[src/rtl/uart_core_param_if.sv]
// uart_core_param_if: TX/RX word handshake bundle between the
// application side (master) and the UART core (slave).
interface uart_core_param_if #(
  parameter int DATA_BITS = 8
);
  logic                 tx_valid;
  logic [DATA_BITS-1:0] tx_data;
  logic                 tx_ready;
  logic                 rx_valid;
  logic                 rx_ready;
  logic [DATA_BITS-1:0] rx_data;
  logic                 rx_frame_err;
  logic                 rx_parity_err;
  logic                 rx_overrun;

  modport master (
    output tx_valid, tx_data, rx_ready,
    input  tx_ready, rx_valid, rx_data,
    input  rx_frame_err, rx_parity_err, rx_overrun
  );

  modport slave (
    input  tx_valid, tx_data, rx_ready,
    output tx_ready, rx_valid, rx_data,
    output rx_frame_err, rx_parity_err, rx_overrun
  );
endinterface

[src/rtl/uart_core_param.sv]
// uart_core_param: full-duplex UART, fractional baud accumulators per path.
// Define UART_PARITY_EN to add a parity bit on both TX and RX.
module uart_core_param #(
  parameter int BAUD_INC   = 36,
  parameter int BAUD_MOD   = 15625,
  parameter int DATA_BITS  = 8,
  parameter int STOP_BITS  = 1,
  parameter int FILT_MAX   = 16,
  parameter int PARITY_ODD = 0
) (
  input  logic             clk,
  input  logic             rst,
  uart_core_param_if.slave bus,
  output logic             txd,
  input  logic             rxd
);
  localparam int ACC_W = $clog2(BAUD_MOD + BAUD_INC);
  localparam int AW1 = ACC_W + 1;
  localparam logic [ACC_W:0] INC = AW1'(BAUD_INC);
  localparam logic [ACC_W:0] MOD = AW1'(BAUD_MOD);
  localparam logic [ACC_W:0] HALF = AW1'(BAUD_MOD / 2);
  localparam logic [ACC_W:0] HEND = AW1'(BAUD_MOD / 2 + BAUD_INC);
  localparam logic [3:0] D_END = 4'(DATA_BITS - 1);
  localparam logic [3:0] SB_END = 4'(STOP_BITS - 1);
  localparam int FW = $clog2(FILT_MAX + 1);
  localparam logic [FW-1:0] F_MAX = FW'(FILT_MAX);
  localparam logic [FW-1:0] F_ONE = FW'(1);
  localparam logic PODD = (PARITY_ODD != 0);
`ifdef UART_PARITY_EN
  localparam logic HAS_PAR = 1'b1;
`else
  localparam logic HAS_PAR = 1'b0;
`endif

  typedef enum logic [2:0] {
    S_IDLE, S_START, S_DATA, S_PAR, S_STOP, S_BREAK
  } state_t;

  state_t               tx_st, tx_nx;
  logic [ACC_W-1:0]     tx_acc;
  logic [ACC_W:0]       tx_sum;
  logic                 tx_tick, tx_go, tx_par;
  logic [DATA_BITS-1:0] tx_sh;
  logic [3:0]           tx_cnt;

  assign tx_sum = {1'b0, tx_acc} + INC;
  assign tx_tick = tx_sum >= MOD;
  assign bus.tx_ready = (tx_st == S_IDLE) && !rst;
  assign tx_go = bus.tx_valid && bus.tx_ready;

  always_comb begin
    tx_nx = tx_st;
    txd = 1'b1;
    unique case (tx_st)
      S_IDLE: if (tx_go) tx_nx = S_START;
      S_START: begin
        txd = 1'b0;
        if (tx_tick) tx_nx = S_DATA;
      end
      S_DATA: begin
        txd = tx_sh[0];
        if (tx_tick && tx_cnt == D_END)
          tx_nx = HAS_PAR ? S_PAR : S_STOP;
      end
      S_PAR: begin
        txd = tx_par;
        if (tx_tick) tx_nx = S_STOP;
      end
      S_STOP: if (tx_tick && tx_cnt == SB_END) tx_nx = S_IDLE;
      default: tx_nx = S_IDLE;
    endcase
  end

  always_ff @(posedge clk) begin
    if (rst) begin
      tx_st  <= S_IDLE;
      tx_acc <= '0;
      tx_sh  <= '0;
      tx_cnt <= '0;
      tx_par <= 1'b0;
    end else begin
      tx_st <= tx_nx;
      if (tx_st == S_IDLE) begin
        tx_acc <= '0;
        tx_cnt <= '0;
        if (tx_go) begin
          tx_sh  <= bus.tx_data;
          tx_par <= ^bus.tx_data ^ PODD;
        end
      end else begin
        tx_acc <= tx_tick ? ACC_W'(tx_sum - MOD) : ACC_W'(tx_sum);
        if (tx_tick && tx_st == S_DATA) begin
          tx_sh  <= tx_sh >> 1;
          tx_cnt <= (tx_cnt == D_END) ? 4'd0 : tx_cnt + 4'd1;
        end
        if (tx_tick && tx_st == S_STOP) tx_cnt <= tx_cnt + 4'd1;
      end
    end
  end

  state_t               rx_st, rx_nx;
  logic [1:0]           rx_sync;
  logic [FW-1:0]        rx_filt;
  logic                 rx_bit, rx_smp, rx_done, rx_perr;
  logic [ACC_W-1:0]     rx_acc;
  logic [ACC_W:0]       rx_sum;
  logic [DATA_BITS-1:0] rx_sh;
  logic [3:0]           rx_cnt;

  assign rx_sum = {1'b0, rx_acc} + INC;
  assign rx_smp = ({1'b0, rx_acc} >= HALF) && ({1'b0, rx_acc} < HEND);
  assign rx_done = (rx_st == S_STOP) && rx_smp;

  // rx_bit only flips once the filter saturates, absorbing short glitches
  always_ff @(posedge clk) begin
    if (rst) begin
      rx_sync <= 2'b11;
      rx_filt <= F_MAX;
      rx_bit  <= 1'b1;
    end else begin
      rx_sync <= {rx_sync[0], rxd};
      if (rx_sync[1] && rx_filt != F_MAX) rx_filt <= rx_filt + F_ONE;
      else if (!rx_sync[1] && rx_filt != '0) rx_filt <= rx_filt - F_ONE;
      if (rx_filt == '0) rx_bit <= 1'b0;
      else if (rx_filt == F_MAX) rx_bit <= 1'b1;
    end
  end

  always_comb begin
    rx_nx = rx_st;
    unique case (rx_st)
      S_IDLE:  if (!rx_bit) rx_nx = S_START;
      S_START: if (rx_smp) rx_nx = rx_bit ? S_IDLE : S_DATA;
      S_DATA:
        if (rx_smp && rx_cnt == D_END)
          rx_nx = HAS_PAR ? S_PAR : S_STOP;
      S_PAR:   if (rx_smp) rx_nx = S_STOP;
      S_STOP:  if (rx_smp) rx_nx = rx_bit ? S_IDLE : S_BREAK;
      S_BREAK: if (rx_bit) rx_nx = S_IDLE;
      default: rx_nx = S_IDLE;
    endcase
  end

`ifdef UART_PARITY_EN
  always_ff @(posedge clk) begin
    if (rst) rx_perr <= 1'b0;
    else if (rx_st == S_PAR && rx_smp)
      rx_perr <= rx_bit ^ (^rx_sh) ^ PODD;
  end
`else
  assign rx_perr = 1'b0;
`endif

  always_ff @(posedge clk) begin
    if (rst) begin
      rx_st             <= S_IDLE;
      rx_acc            <= '0;
      rx_sh             <= '0;
      rx_cnt            <= '0;
      bus.rx_valid      <= 1'b0;
      bus.rx_data       <= '0;
      bus.rx_frame_err  <= 1'b0;
      bus.rx_parity_err <= 1'b0;
      bus.rx_overrun    <= 1'b0;
    end else begin
      rx_st          <= rx_nx;
      bus.rx_overrun <= 1'b0;
      if (rx_st == S_IDLE || rx_st == S_BREAK) begin
        rx_acc <= '0;
        rx_cnt <= '0;
      end else begin
        rx_acc <= (rx_sum >= MOD) ? ACC_W'(rx_sum - MOD) : ACC_W'(rx_sum);
      end
      if (rx_smp && rx_st == S_DATA) begin
        rx_sh  <= {rx_bit, rx_sh[DATA_BITS-1:1]};
        rx_cnt <= rx_cnt + 4'd1;
      end
      // a held, unconsumed word wins over a newly completed frame
      if (rx_done) begin
        if (!bus.rx_valid || bus.rx_ready) begin
          bus.rx_valid      <= 1'b1;
          bus.rx_data       <= rx_sh;
          bus.rx_frame_err  <= !rx_bit;
          bus.rx_parity_err <= rx_perr;
        end else begin
          bus.rx_overrun <= 1'b1;
        end
      end else if (bus.rx_valid && bus.rx_ready) begin
        bus.rx_valid <= 1'b0;
      end
    end
  end
endmodule
[src/flat_wrapper.sv]
// flat-port wrapper written by rule: the top's interface ports become plain ports
module uart_core_param_flat 
#(
  parameter int BAUD_INC   = 36,
  parameter int BAUD_MOD   = 15625,
  parameter int DATA_BITS  = 8,
  parameter int STOP_BITS  = 1,
  parameter int FILT_MAX   = 16,
  parameter int PARITY_ODD = 0
)
  (clk, rst, txd, rxd, bus_tx_valid, bus_tx_data, bus_rx_ready, bus_tx_ready, bus_rx_valid, bus_rx_data, bus_rx_frame_err, bus_rx_parity_err, bus_rx_overrun);
  uart_core_param_if #(.DATA_BITS(DATA_BITS)) bus_i ();
  input  logic clk;
  input  logic rst;
  output logic txd;
  input  logic rxd;
  input wire logic [$bits(bus_i.tx_valid)-1:0] bus_tx_valid;
  input wire logic [$bits(bus_i.tx_data)-1:0] bus_tx_data;
  input wire logic [$bits(bus_i.rx_ready)-1:0] bus_rx_ready;
  output wire logic [$bits(bus_i.tx_ready)-1:0] bus_tx_ready;
  output wire logic [$bits(bus_i.rx_valid)-1:0] bus_rx_valid;
  output wire logic [$bits(bus_i.rx_data)-1:0] bus_rx_data;
  output wire logic [$bits(bus_i.rx_frame_err)-1:0] bus_rx_frame_err;
  output wire logic [$bits(bus_i.rx_parity_err)-1:0] bus_rx_parity_err;
  output wire logic [$bits(bus_i.rx_overrun)-1:0] bus_rx_overrun;
  assign bus_i.tx_valid = bus_tx_valid;
  assign bus_i.tx_data = bus_tx_data;
  assign bus_i.rx_ready = bus_rx_ready;
  assign bus_tx_ready = bus_i.tx_ready;
  assign bus_rx_valid = bus_i.rx_valid;
  assign bus_rx_data = bus_i.rx_data;
  assign bus_rx_frame_err = bus_i.rx_frame_err;
  assign bus_rx_parity_err = bus_i.rx_parity_err;
  assign bus_rx_overrun = bus_i.rx_overrun;
  uart_core_param #(.BAUD_INC(BAUD_INC), .BAUD_MOD(BAUD_MOD), .DATA_BITS(DATA_BITS), .STOP_BITS(STOP_BITS), .FILT_MAX(FILT_MAX), .PARITY_ODD(PARITY_ODD)) u_core (.clk(clk), .rst(rst), .bus(bus_i), .txd(txd), .rxd(rxd));
endmodule
[config.mk]
export PLATFORM = sky130hd
export DESIGN_NAME = uart_core_param_flat
export DESIGN_NICKNAME = d
export VERILOG_FILES = /design/src/rtl/uart_core_param_if.sv /design/src/rtl/uart_core_param.sv /design/src/flat_wrapper.sv
export SDC_FILE = /design/constraint.sdc
export NUM_CORES = 1
export LEC_CHECK = 0
export BUFFER_PORTS_ARGS = -buffer_cell sky130_fd_sc_hd__buf_2
export CAP_MARGIN = 20
export CORE_UTILIZATION = 50
export CTS_BUF_LIST = sky130_fd_sc_hd__clkbuf_16
export DETAILED_ROUTE_END_ITERATION = 8
export GPL_ROUTABILITY_DRIVEN = 0
export GPL_TIMING_DRIVEN = 0
export PLACE_DENSITY = 0.76
export SKIP_CTS_REPAIR_TIMING = 1
export SLEW_MARGIN = 20
export SYNTH_ARGS = -nofsm -noshare
export SYNTH_HDL_FRONTEND = slang
export SYNTH_SLANG_ARGS = --single-unit
[constraint.sdc]
create_clock -name clk -period 2.6 [get_ports clk]
set_input_delay 0 -clock clk [delete_from_list [all_inputs] [get_ports clk]]
set_output_delay 0 -clock clk [all_outputs]
set_load 0.01 [all_outputs]
==> results_dict.tcl <==
set metrics [dict create \
    status "complete, but fails checks" \
    violations "hold timing, setup timing" \
    insertedDiodeCount 0 \
    grt_setup_unrepaired "true" \
    yosys.area.top_type "dfxtp_1" \
    drt-total-wl_um 10700 \
    track_usage 0.214 \
    yosys-top-cells-area "dfxtp_1 (35%), ha_1 (5.0%), nor2_1 (4.7%)" \
    dp_cells 688 \
    synthArstFlopShare 0 \
    grt_max_degree 17 \
    critPathLaunchType "flip-flop" \
    first_pass_iters 5 \
    yosysUniqueCellTypes 55 \
    cp_max_fo 6 \
    die-area_um2 9390 \
    syn_nets 587 \
    finalCritPeriodShare 1.07 \
    syn-cell-area_um2 4510 \
    avgSynthCellArea_um2 8.12 \
    fin_nets 647 \
    slew-limit-headroom 0.320 \
    yosys-top-cells-count "dfxtp_1 (78), nor2_1 (56), nand2_1 (54), a21oi_1 (37)" \
    drive_above_1_share 0.208 \
    io_buffers 25 \
    cap_violations 0 \
    wl_per_cell_um 14.7 \
    met3_usage 0.0405 \
    drt_iter0_drc 239 \
    p_per_area_nw_per_um2 572 \
    start_util 0.517 \
    grt_first_pass_wirelength_um 16600 \
    fp.dieH_um 96.9 \
    endpoint_kind "flip-flop" \
    dp_hpwl_um 7080 \
    synth_edf_count 0 \
    critPathArrivalTime_ps 3010 \
    leakagePower_nw 2.18 \
    drc 0 \
    synthFlopType "dfxtp_1" \
    grtUsageMet2 0.367 \
    numCtsBuffers 9 \
    fin_hold_ws_ps -0.806 \
    power_w 0.00317 \
    area_growth_pct 22.9 \
    io_pins 27 \
    final_cells 728 \
    min_period_ps 2780 \
    grt_overflow_total 0 \
    cts_sinks 78 \
    post-place-ws_ps -448 \
    netlist.area_leader.share 0.347 \
    drv_slew 0 \
    synth_warnings 0 \
    fin_skew_ps 7.52 \
    path_class "reg2reg" \
    timing.fmax_mhz 360 \
    postRouteAntennaNets 0 \
    yosys.cell_count.top_type "dfxtp_1" \
    clock_latency_ps 340 \
    ir_drop_v 0.000371 \
    grt_pass1_vias 3731 \
    path_clk_slew_ps 60 \
    setup_viol 24 \
    chipWidth_um 96.9 \
    hold_viol 1 \
    root_buffer "clkbuf_16" \
    worstPathRequired_ps 2830 \
    clk_path_buf_depth 2 \
    hold_class "in2reg" \
    synth_seq_cells 78 \
    vias 4231 \
    met1_usage 0.262 \
    worst_slack_ps -181 \
    worst_pin_slew_ps 1020 \
    yosysSeqAreaShare 0.347 \
    busiest_layer "met2" \
    cts.htree.levels 3 \
    rows 34 \
    viasPerCell 5.81 \
    antenna_found_initial 0 \
    core_um2 8720 \
    cts_tree "yes" \
    postSynthCellCount 555 \
]
==> metal layers <==
metal	share of wire	wire [um]	vias to the layer above
met1	0.45	4810	1983
met2	0.49	5220	132
li1	-	-	2098
met5	0	0	-
met3	0.049	521	18
met4	0.015	164	0
==> layout by cell type (no fill, tap or decap), types with 9 or more instances in the layout <==
| master | count |
|---|---|
| o21ai_0 | 18 |
| dfxtp_1 | 74 |
| a21oi_1 | 33 |
| nor2_1 | 55 |
| nand2_1 | 53 |
| buf_4 | 22 |
| nand2b_1 | 10 |
| clkbuf_1 | 17 |
| buf_6 | 10 |
| mux2i_1 | 14 |
| inv_1 | 18 |
| buf_2 | 26 |
| o31ai_1 | 11 |
| clkbuf_16 | 9 |
| nor3_1 | 22 |
| xnor2_1 | 19 |
| ha_1 | 16 |
| xor2_1 | 13 |
| nor2b_1 | 13 |
| nand3_1 | 13 |
==> area by class of cell <==
type | count | area, um2
fillers | 700 | 3180
plain buffers | 27 | 159
clock buffers | 9 | 225
repair buffers | 52 | 349
inverters | 18 | 67.6
clock inverters | 7 | 65.1
flip-flops and latches | 78 | 1570
well taps | 108 | 135
multi-input cells | 429 | 2970
==> worst max-delay path, stage by stage (launching register included) <==
cell and delay, ps:
dfxtp_4 360, ha_4 180, a21o_1 180, and3_4 190, and3_1 160, or4_1 540, buf_6 160, o31a_1 290
buf_6 140, or3_1 300, and3_1 170
==> flip-flops by register name, indices dropped and copies added (netlist names) <==
signal / count
u_core.rx_acc: 14
u_core.tx_acc: 14
u_core.bus.rx_data: 8
u_core.rx_sh: 8
u_core.tx_sh: 8
u_core.rx_filt: 5
u_core.rx_cnt: 4
u_core.tx_cnt: 4
u_core.rx_st: 3
u_core.tx_st: 3
u_core.rx_sync: 2
u_core.bus.rx_frame_err: 1
u_core.bus.rx_overrun: 1
u_core.bus.rx_valid: 1
u_core.rx_bit: 1
u_core.tx_par: 1
==> path summary, 6_finish.rpt <==
| path | slack [ps] | cells after the start | endpoint | start |
|---|---|---|---|---|
| min | -0.8 | 3 | u_core.tx_par | bus_tx_valid |
| max reg2reg | -180 | 10 | u_core.tx_acc[3] | u_core.tx_acc[3] |
| max | -180 | 10 | u_core.tx_acc[3] | u_core.tx_acc[3] |
| min reg2reg | 420 | 1 | u_core.rx_sync[1] | u_core.rx_sync[0] |
==> power by group <==
group	switching (W)	internal, W
Sequential	0.0000882	0.00126
Combinational	0.000341	0.000260
Clock	0.000553	0.000665
Total	0.000982	0.00219
==> logic make-up (layout without fill, tap and decap cells) <==
group / count (synthesis) / in the layout / synth area share
flops: 78 / 78 / 0.347
compound gates: 123 / 123 / 0.183
mux: 14 / 14 / 0.0311
simple gates: 234 / 234 / 0.263
buf+inv: 48 / 113 / 0.0469
xor+xnor: 38 / 38 / 0.0739
other cells: 1 / 1 / 0.000832
fa+ha+maj: 19 / 19 / 0.0544
==> stage by stage <==
step                TNS, ps  instance area [um2]  utilization
finish                -2040                 5540        0.635
global route          -3610                 5540        0.635
CTS                  -14170                 5130        0.588
detailed placement   -11870                 4840        0.555
global placement     -10440                 4840        0.555
floorplan              -132                 4580            -
Power figures use the tool's default switching activity.
